## config.mk

```make
export PLATFORM = sky130hd
export DESIGN_NAME = lsu_ctrl
export DESIGN_NICKNAME = d
export VERILOG_FILES = /design/src/rtl/lsu_pkg.sv /design/src/rtl/lsu_split_calc.sv /design/src/rtl/lsu_ctrl.sv
export SDC_FILE = /design/constraint.sdc
export NUM_CORES = 1
export LEC_CHECK = 0
export CORE_UTILIZATION = 52
export CTS_CLUSTER_SIZE = 10
export DETAILED_ROUTE_END_ITERATION = 6
export PLACE_DENSITY = 0.83
export SLEW_MARGIN = 10
export SYNTH_ARGS = -nofsm -noshare
export SYNTH_HDL_FRONTEND = slang
export SYNTH_SLANG_ARGS = --single-unit
```

## constraint.sdc

```tcl
create_clock -name clk -period 4.3 [get_ports clk]
set_input_delay 0.86 -clock clk [delete_from_list [all_inputs] [get_ports clk]]
set_output_delay 0.86 -clock clk [all_outputs]
set_load 0.05 [all_outputs]
```

## src/rtl/lsu_pkg.sv

```systemverilog
// rtl/lsu_pkg.sv - shared types and helpers for the load/store sequencing controller
package lsu_pkg;

  typedef enum logic [2:0] {
    S_IDLE,
    S_REQ1,
    S_WAIT1,
    S_REQ2,
    S_WAIT2,
    S_DONE
  } lsu_state_e;

  typedef enum logic [1:0] {
    SZ_BYTE,
    SZ_HALF,
    SZ_WORD
  } lsu_size_e;

  localparam logic [3:0] BE_ALL = 4'b1111;

  // Both size strobes set is treated as a word access.
  function automatic lsu_size_e size_decode(input logic sb, input logic sh);
    case ({sb, sh})
      2'b10:   return SZ_BYTE;
      2'b01:   return SZ_HALF;
      default: return SZ_WORD;
    endcase
  endfunction

  function automatic logic [31:0] lane_merge(input logic [31:0] first,
                                             input logic [31:0] second,
                                             input logic [3:0]  sel_first);
    logic [31:0] res;
    res = second;
    for (int i = 0; i < 4; i++) begin
      if (sel_first[i]) res[8*i +: 8] = first[8*i +: 8];
    end
    return res;
  endfunction

endpackage

```

## src/rtl/lsu_split_calc.sv

```systemverilog
// rtl/lsu_split_calc.sv - decides whether an access needs a second beat and its address/byte-enables
module lsu_split_calc
  import lsu_pkg::*;
#(
  parameter int ADDR_W = 32
) (
  input  lsu_size_e         size,
  input  logic [ADDR_W-1:0] addr,
  input  logic [3:0]        be1,
  output logic              split,
  output logic [3:0]        be2,
  output logic [ADDR_W-1:0] addr2
);

  logic [ADDR_W-3:0] word_idx;

  // Word index increments modulo the address space, so the top word wraps to 0.
  assign word_idx = addr[ADDR_W-1:2] + {{(ADDR_W-3){1'b0}}, 1'b1};
  assign addr2    = {word_idx, 2'b00};

  always_comb begin
    split = 1'b0;
    be2   = 4'b0000;
    case (size)
      SZ_WORD: begin
        split = (addr[1:0] != 2'b00);
        be2   = ~be1;
      end
      SZ_HALF: begin
        split = (addr[1:0] == 2'b11);
        be2   = 4'b0001;
      end
      default: begin
        split = 1'b0;
        be2   = 4'b0000;
      end
    endcase
  end

endmodule

```

## src/rtl/lsu_ctrl.sv

```systemverilog
// rtl/lsu_ctrl.sv - sequences pipeline accesses into one or two word-aligned bus beats
module lsu_ctrl
  import lsu_pkg::*;
#(
  parameter int ADDR_W = 32
) (
  input  logic              clk,
  input  logic              rst_n,
  input  logic              req_i,
  input  logic              we_i,
  input  logic              sb_i,
  input  logic              sh_i,
  input  logic [ADDR_W-1:0] addr_i,
  input  logic [3:0]        be_i,
  input  logic [31:0]       wdata_i,
  output logic              data_req_o,
  output logic [ADDR_W-1:0] data_addr_o,
  output logic              data_we_o,
  output logic [3:0]        data_be_o,
  output logic [31:0]       data_wdata_o,
  input  logic              data_gnt_i,
  input  logic              data_rvalid_i,
  input  logic [31:0]       data_rdata_i,
  output logic              stall_o,
  output logic              done_o,
  output logic [31:0]       rdata_o
);

  lsu_state_e        state, state_n;
  lsu_size_e         size_q;
  logic [ADDR_W-1:0] addr_q;
  logic [3:0]        be1_q;
  logic [31:0]       buf1;
  logic              split;
  logic [3:0]        be2;
  logic [ADDR_W-1:0] addr2;

  lsu_split_calc #(.ADDR_W(ADDR_W)) u_split (
    .size  (size_q),
    .addr  (addr_q),
    .be1   (be1_q),
    .split (split),
    .be2   (be2),
    .addr2 (addr2)
  );

  always_ff @(posedge clk or negedge rst_n) begin
    if (!rst_n) state <= S_IDLE;
    else        state <= state_n;
  end

  always_comb begin
    state_n = state;
    stall_o = 1'b0;
    done_o  = 1'b0;
    case (state)
      S_IDLE: begin
        stall_o = req_i;
        if (req_i) state_n = S_REQ1;
      end
      S_REQ1: begin
        stall_o = 1'b1;
        if (data_gnt_i) state_n = S_WAIT1;
      end
      S_WAIT1: begin
        stall_o = 1'b1;
        if (data_rvalid_i) state_n = split ? S_REQ2 : S_DONE;
      end
      S_REQ2: begin
        stall_o = 1'b1;
        if (data_gnt_i) state_n = S_WAIT2;
      end
      S_WAIT2: begin
        stall_o = 1'b1;
        if (data_rvalid_i) state_n = S_DONE;
      end
      S_DONE: begin
        done_o  = 1'b1;
        state_n = S_IDLE;
      end
      default: state_n = S_IDLE;
    endcase
  end

  // Bus outputs are loaded on the edge that enters a request state and held until grant,
  // so data_gnt_i never reaches them combinationally. Beat 2 reuses we/wdata from beat 1.
  always_ff @(posedge clk or negedge rst_n) begin
    if (!rst_n) begin
      size_q       <= SZ_BYTE;
      addr_q       <= '0;
      be1_q        <= 4'b0000;
      buf1         <= 32'h0;
      rdata_o      <= 32'h0;
      data_req_o   <= 1'b0;
      data_addr_o  <= '0;
      data_we_o    <= 1'b0;
      data_be_o    <= 4'b0000;
      data_wdata_o <= 32'h0;
    end else begin
      case (state)
        S_IDLE: begin
          if (req_i) begin
            size_q       <= size_decode(sb_i, sh_i);
            addr_q       <= addr_i;
            be1_q        <= be_i;
            data_req_o   <= 1'b1;
            data_addr_o  <= {addr_i[ADDR_W-1:2], 2'b00};
            data_we_o    <= we_i;
            data_be_o    <= be_i;
            data_wdata_o <= wdata_i;
          end
        end
        S_REQ1, S_REQ2: begin
          if (data_gnt_i) data_req_o <= 1'b0;
        end
        S_WAIT1: begin
          if (data_rvalid_i) begin
            buf1 <= data_rdata_i;
            if (split) begin
              data_req_o  <= 1'b1;
              data_addr_o <= addr2;
              data_be_o   <= be2;
            end else begin
              rdata_o <= data_rdata_i;
            end
          end
        end
        S_WAIT2: begin
          if (data_rvalid_i) rdata_o <= lane_merge(buf1, data_rdata_i, be1_q);
        end
        default: ;
      endcase
    end
  end

endmodule

```

-- Word-level counts from Yosys, hierarchy flattened
Cells that the tools add are included.
- bits in registers: 175
- bits of input ports: 108
- output and inout bits: 104
- logic and storage cells: 77
- add/sub/neg operators: 1
- equal/unequal tests: 18
- multiplexer cells: 33
- bitwise logic cells: 1
- reductions and logical operators: 13
- operators with widths (cell ; count):
    32-bit two-way mux ; 6
    32-bit case mux with 2 select lines ; 2
    8-bit two-way mux ; 4
    30-bit by 1-bit adder with 30-bit output (second input constant) ; 1
    3-bit two-way mux ; 6
    2-bit != test (second input constant) ; 8
    4-bit case mux with 2 select lines ; 2
    3-bit case mux with 5 select lines ; 1
    4-bit two-way mux ; 3
    5-bit AND reduction ; 2
    4-bit AND reduction ; 2
    2-bit equality test (second input constant) ; 3
    3-bit by 2-bit equality test with 1-bit output (second input constant) ; 2
    3-bit equality test (second input constant) ; 2
    2-bit nonzero test ; 3
    1-bit two-way mux ; 5
    2-bit by 1-bit equality test with 1-bit output (second input constant) ; 2
    4-bit NOT ; 1
    1-bit case mux with 2 select lines ; 2
    2-bit case mux with 2 select lines ; 1
    2-bit AND reduction ; 2
    4-bit OR reduction ; 1
    3-bit by 1-bit equality test with 1-bit output (second input constant) ; 1
    3-bit logical NOT ; 1
    3 further kinds ; 3

-- Logic depth before layout (Yosys ltp)
- depth after elaboration: 5
- gate-level depth with buffers: 8
- depth with buffers taken out: 7

-- Cells and area by module
From an unflattened synthesis, not the netlist that was laid out.
- cells, all modules: 577
- area total of the unflattened synthesis: 8157.8 um2
- modules (own cells, without submodules) (module ; instances ; cells each ; area each (um2) ; sequential area each (um2)):
    lsu_ctrl ; 1 ; 479 ; 7498.4 ; 4379.2
    lsu_split_calc ; 1 ; 98 ; 659.4 ; 0.0

-- Worst setup path before layout
OpenSTA, ideal clock, no wires.
- path kind: input-to-output
- from: in req_i
- to: out stall_o
- data arrival time: 1708 ps
- required time: 3440 ps
- path slack: 1732 ps
- stages: 2
- path buffers: 0
- cell sequence: nor2_1 mux2i_1
- cells in the longest elaborated chain, start to end: 1
- ends and longest elaborated chain (item ; line ; text):
    start, declared ; lsu_ctrl.sv:9 ; input logic req_i,
    1-bit case mux with 2 select lines ; lsu_ctrl.sv:56 ; case (state)
    end, declared ; lsu_ctrl.sv:24 ; output logic stall_o,
Every way passes these cells.

-- Worst setup path after layout
Ends and elaborated chain as after synthesis.

==> metrics.txt <==
clock latency of the later-clocked register in the worst-skew pair=420 ps; data arrival time of the critical path=2370 ps; TritonCTS Buffers=17; # clock sinks=173; worst hold slack=478.5 ps; total global-route track usage=24.30%; clock skew=9.862 ps; Min Clock Period, post-route=3230 ps; leakage power=4.369 nW; RSZ-0062 raised after global routing=no; number of setup violations in the final report=0; post-DR vias/cell=5.550; Sum Neg Setup Slack=0 ps; final core utilization=72.87%; gpl congestion=0.8116; worst setup slack after layout=1070 ps; Remaining Overflow, GRT=0; antenna-violating nets left=0; crit path kind=in2out; timing-limited maximum frequency=309.6 MHz; sequential share of the synthesized area=55.94%; instance count of the mapped netlist=611; wire length of the first global-routing pass=28.48 mm; largest net degree at the start of global routing=99; area occupied by multi-input gates=3257 um2; buffer cell driving the clock tree root=sky130_fd_sc_hd__clkbuf_16; total of buffers placed on input and output ports=209; largest fanout on the critical path=3; P_sw=0.003894 W; Worst Tran Pin Value=1085 ps; worst relative slew slack=27.40%; Critical Path End Type=primary output; Internal Power=0.005121 W; die span in y=124.0 um; sequential cell area=4329 um2; Power, Total=0.009014 W; number of top-level design ports=212; sw frac=43.19%; layout filler cell count=999; minimum setup slack after placement=1069 ps; number of storage elements in the synthesis netlist=173; number of enable flip-flop cells after synthesis=0; hold buffers post-CTS=0; netlist area before placement=7739 um2; CTS-repair resized insts=0; Die Footprint=15,370 um2; Netlist cell types=40; layout cell share with drive strength beyond 1=24.88%; net count of the finished layout=924; Clock Pin Slew Worst Setup and Hold Paths=60 ps; placed wire-length estimate=12.80 mm; Layout Area Growth over Synthesis=36.85%; antenna violations before repair=0; placeable core region=14,530 um2; iteration-0 DRC count of the detailed router=322; Inserted Diodes=0; Initial DRT Pass Iterations=4; period utilization=75.12%; status=finished clean; CP startpoint kind=primary input; Rows=44; Clk pwr share=16.7%; CTS max path bufs=2; max-cap violation count=0; chip width=124.0 um; effective utilization at floorplan=53.25%; power density relative to cell area=851.2 nW/um2; Req. time, crit path=3440 ps; # H-tree levels=4; total number of vias=5,594; WL final=18.15 mm; commonest register cell after synthesis=sky130_fd_sc_hd__dfrtp_1; IR drop worst, VDD=0.0005203 V; yosys synthesis warning count=0; TritonCTS clock tree=built; post-CTS repair timing setup buffer count=0; max-slew violation count=0; share of flip-flops with an asynchronous set or reset after synthesis=100.0%; Mean Syn Cell Area=12.67 um2; type of the tightest min-delay check=reg2reg; proportion of power drawn by combinational gates=49.9%; wire per inst=18.01 um; vias in the first global route=5,725; hold violation count in the final report=0; portion of total power attributed to sequential cells=33.4%; DRC viols=0
-- through the flow --
| step | cells | instance area (um2) |
|---|---|---|
| floorplan | 612 | 7742 |
| global placement | 977 | 10020 |
| detailed placement | 977 | 10020 |
| CTS | 1008 | 10590 |
| global route | 1008 | 10590 |
| finish | 1008 | 10590 |
-- power by group through the flow --
stage               registers (W)  clock network (W)  logic (W)
floorplan                 0.00454                  0    0.00146
global placement          0.00297                  0    0.00441
detailed placement        0.00303                  0    0.00451
CTS                       0.00301            0.00153    0.00453
global route              0.00313            0.00160    0.00474
finish                    0.00301            0.00151    0.00450
-- synth_stat cells, types with 2 or more instances --
cell type	number	share of area (%)
sky130_fd_sc_hd__inv_1	10	0.49
sky130_fd_sc_hd__or4_1	2	0.19
sky130_fd_sc_hd__a21oi_1	9	0.58
sky130_fd_sc_hd__o31ai_1	4	0.39
sky130_fd_sc_hd__ha_1	4	0.65
sky130_fd_sc_hd__a22oi_1	15	1.5
sky130_fd_sc_hd__mux2i_1	5	0.65
sky130_fd_sc_hd__nand4_1	10	0.81
sky130_fd_sc_hd__mux2_2	163	24
sky130_fd_sc_hd__o22ai_1	2	0.16
sky130_fd_sc_hd__nor2_1	27	1.3
sky130_fd_sc_hd__a211oi_1	3	0.29
sky130_fd_sc_hd__o21ai_0	38	2.5
sky130_fd_sc_hd__nand2_1	32	1.6
sky130_fd_sc_hd__buf_1	3	0.15
sky130_fd_sc_hd__nand3_1	15	0.97
sky130_fd_sc_hd__a2bb2oi_1	3	0.34
sky130_fd_sc_hd__nand2b_1	4	0.32
sky130_fd_sc_hd__and3_1	8	0.65
sky130_fd_sc_hd__clkbuf_1	22	1.1
sky130_fd_sc_hd__nor4_1	2	0.16
sky130_fd_sc_hd__xor2_1	17	1.9
sky130_fd_sc_hd__nor3_1	8	0.52
sky130_fd_sc_hd__buf_4	2	0.19
sky130_fd_sc_hd__xnor2_1	9	1.0
sky130_fd_sc_hd__buf_2	7	0.45
sky130_fd_sc_hd__and4_1	2	0.23
sky130_fd_sc_hd__dfrtp_1	173	56
-- kinds of logic after synthesis --
family                     after synthesis  share of synthesized area (%)
and+or+nand+nor                        115                          7.341
AOI/OAI and AO/OA                       80                          6.370
muxes                                  168                          24.37
other                                    1                        0.04846
buffers and inverters                   44                          2.344
adders and majority gates                4                         0.6468
xor gates and xnor gates                26                          2.943
DFF                                    173                          55.94
-- layout make-up --
cell class / instances / area share, %
clock buffers: 20 / 4.312
clock inverters: 11 / 1.099
inverters: 10 / 0.3544
multi-input cells: 395 / 30.75
flip-flops and latches: 173 / 40.88
well taps: 184 / 2.174
repair buffers: 215 / 20.43
-- registers in the layout, summed over array words and instances, names as in the netlist --
register and flops:
addr_q 32, data_wdata_o 32, size_q 2, data_req_o 1, data_be_o 4, state 3
data_we_o 1, be1_q 4, rdata_o 32, buf1 32, data_addr_o 30
-- worst max-delay path, cell delays in order --
cell	delay (ps)
sky130_fd_sc_hd__clkdlybuf4s50_1	500
sky130_fd_sc_hd__nor2_1	50
sky130_fd_sc_hd__mux2i_1	140
sky130_fd_sc_hd__clkdlybuf4s50_1	820
-- worst paths after layout --
| kind | startpoint | endpoint | slack (ps) | depth (start not counted) |
|---|---|---|---|---|
| hold / removal | data_addr_o[9] | data_addr_o[9] | 480 | 2 |
| max in group asynchronous | rst_n | addr_q[4] | 2820 | 2 |
| hold reg to reg | data_addr_o[9] | data_addr_o[9] | 480 | 2 |
| setup / recovery | req_i | stall_o | 1070 | 4 |
| min in group asynchronous | rst_n | buf1[20] | 510 | 1 |
| setup reg to reg | state[2] | data_be_o[3] | 1890 | 5 |
-- per-layer routing --
| metal | up-vias | wire length, um | part of all wire, % | global-route usage [%] |
|---|---|---|---|---|
| met5 | - | 0 | 0 | 0 |
| met3 | 32 | 1148 | 6.3 | 6.777 |
| li1 | 2582 | - | - | - |
| met1 | 2796 | 7194 | 40 | 28.90 |
| met4 | 0 | 435 | 2.4 | 9.301 |
| met2 | 184 | 9374 | 52 | 41.77 |
-- layout by cell type (no fill, tap or decap), drive strengths merged, types with 2 or more instances in the layout --
| cell | count |
|---|---|
| a211oi | 3 |
| nor3 | 9 |
| clkdlybuf4s50 | 208 |
| xor2 | 17 |
| o21ai | 38 |
| mux2i | 5 |
| clkinv | 8 |
| nand2 | 32 |
| or4 | 2 |
| o31ai | 4 |
| conb | 2 |
| ha | 4 |
| nor4 | 2 |
| a2bb2oi | 3 |
| mux2 | 163 |
| bufinv | 2 |
| a22oi | 15 |
| dfrtp | 173 |
| xnor2 | 9 |
| nand3 | 16 |
| o22ai | 2 |
| nand2b | 4 |
| clkbuf | 20 |
| buf | 7 |
| and4 | 2 |
| a21oi | 9 |
| inv | 11 |
| nand4 | 10 |
| and3 | 8 |
| nor2 | 27 |
(Power assumes the default switching activity.)
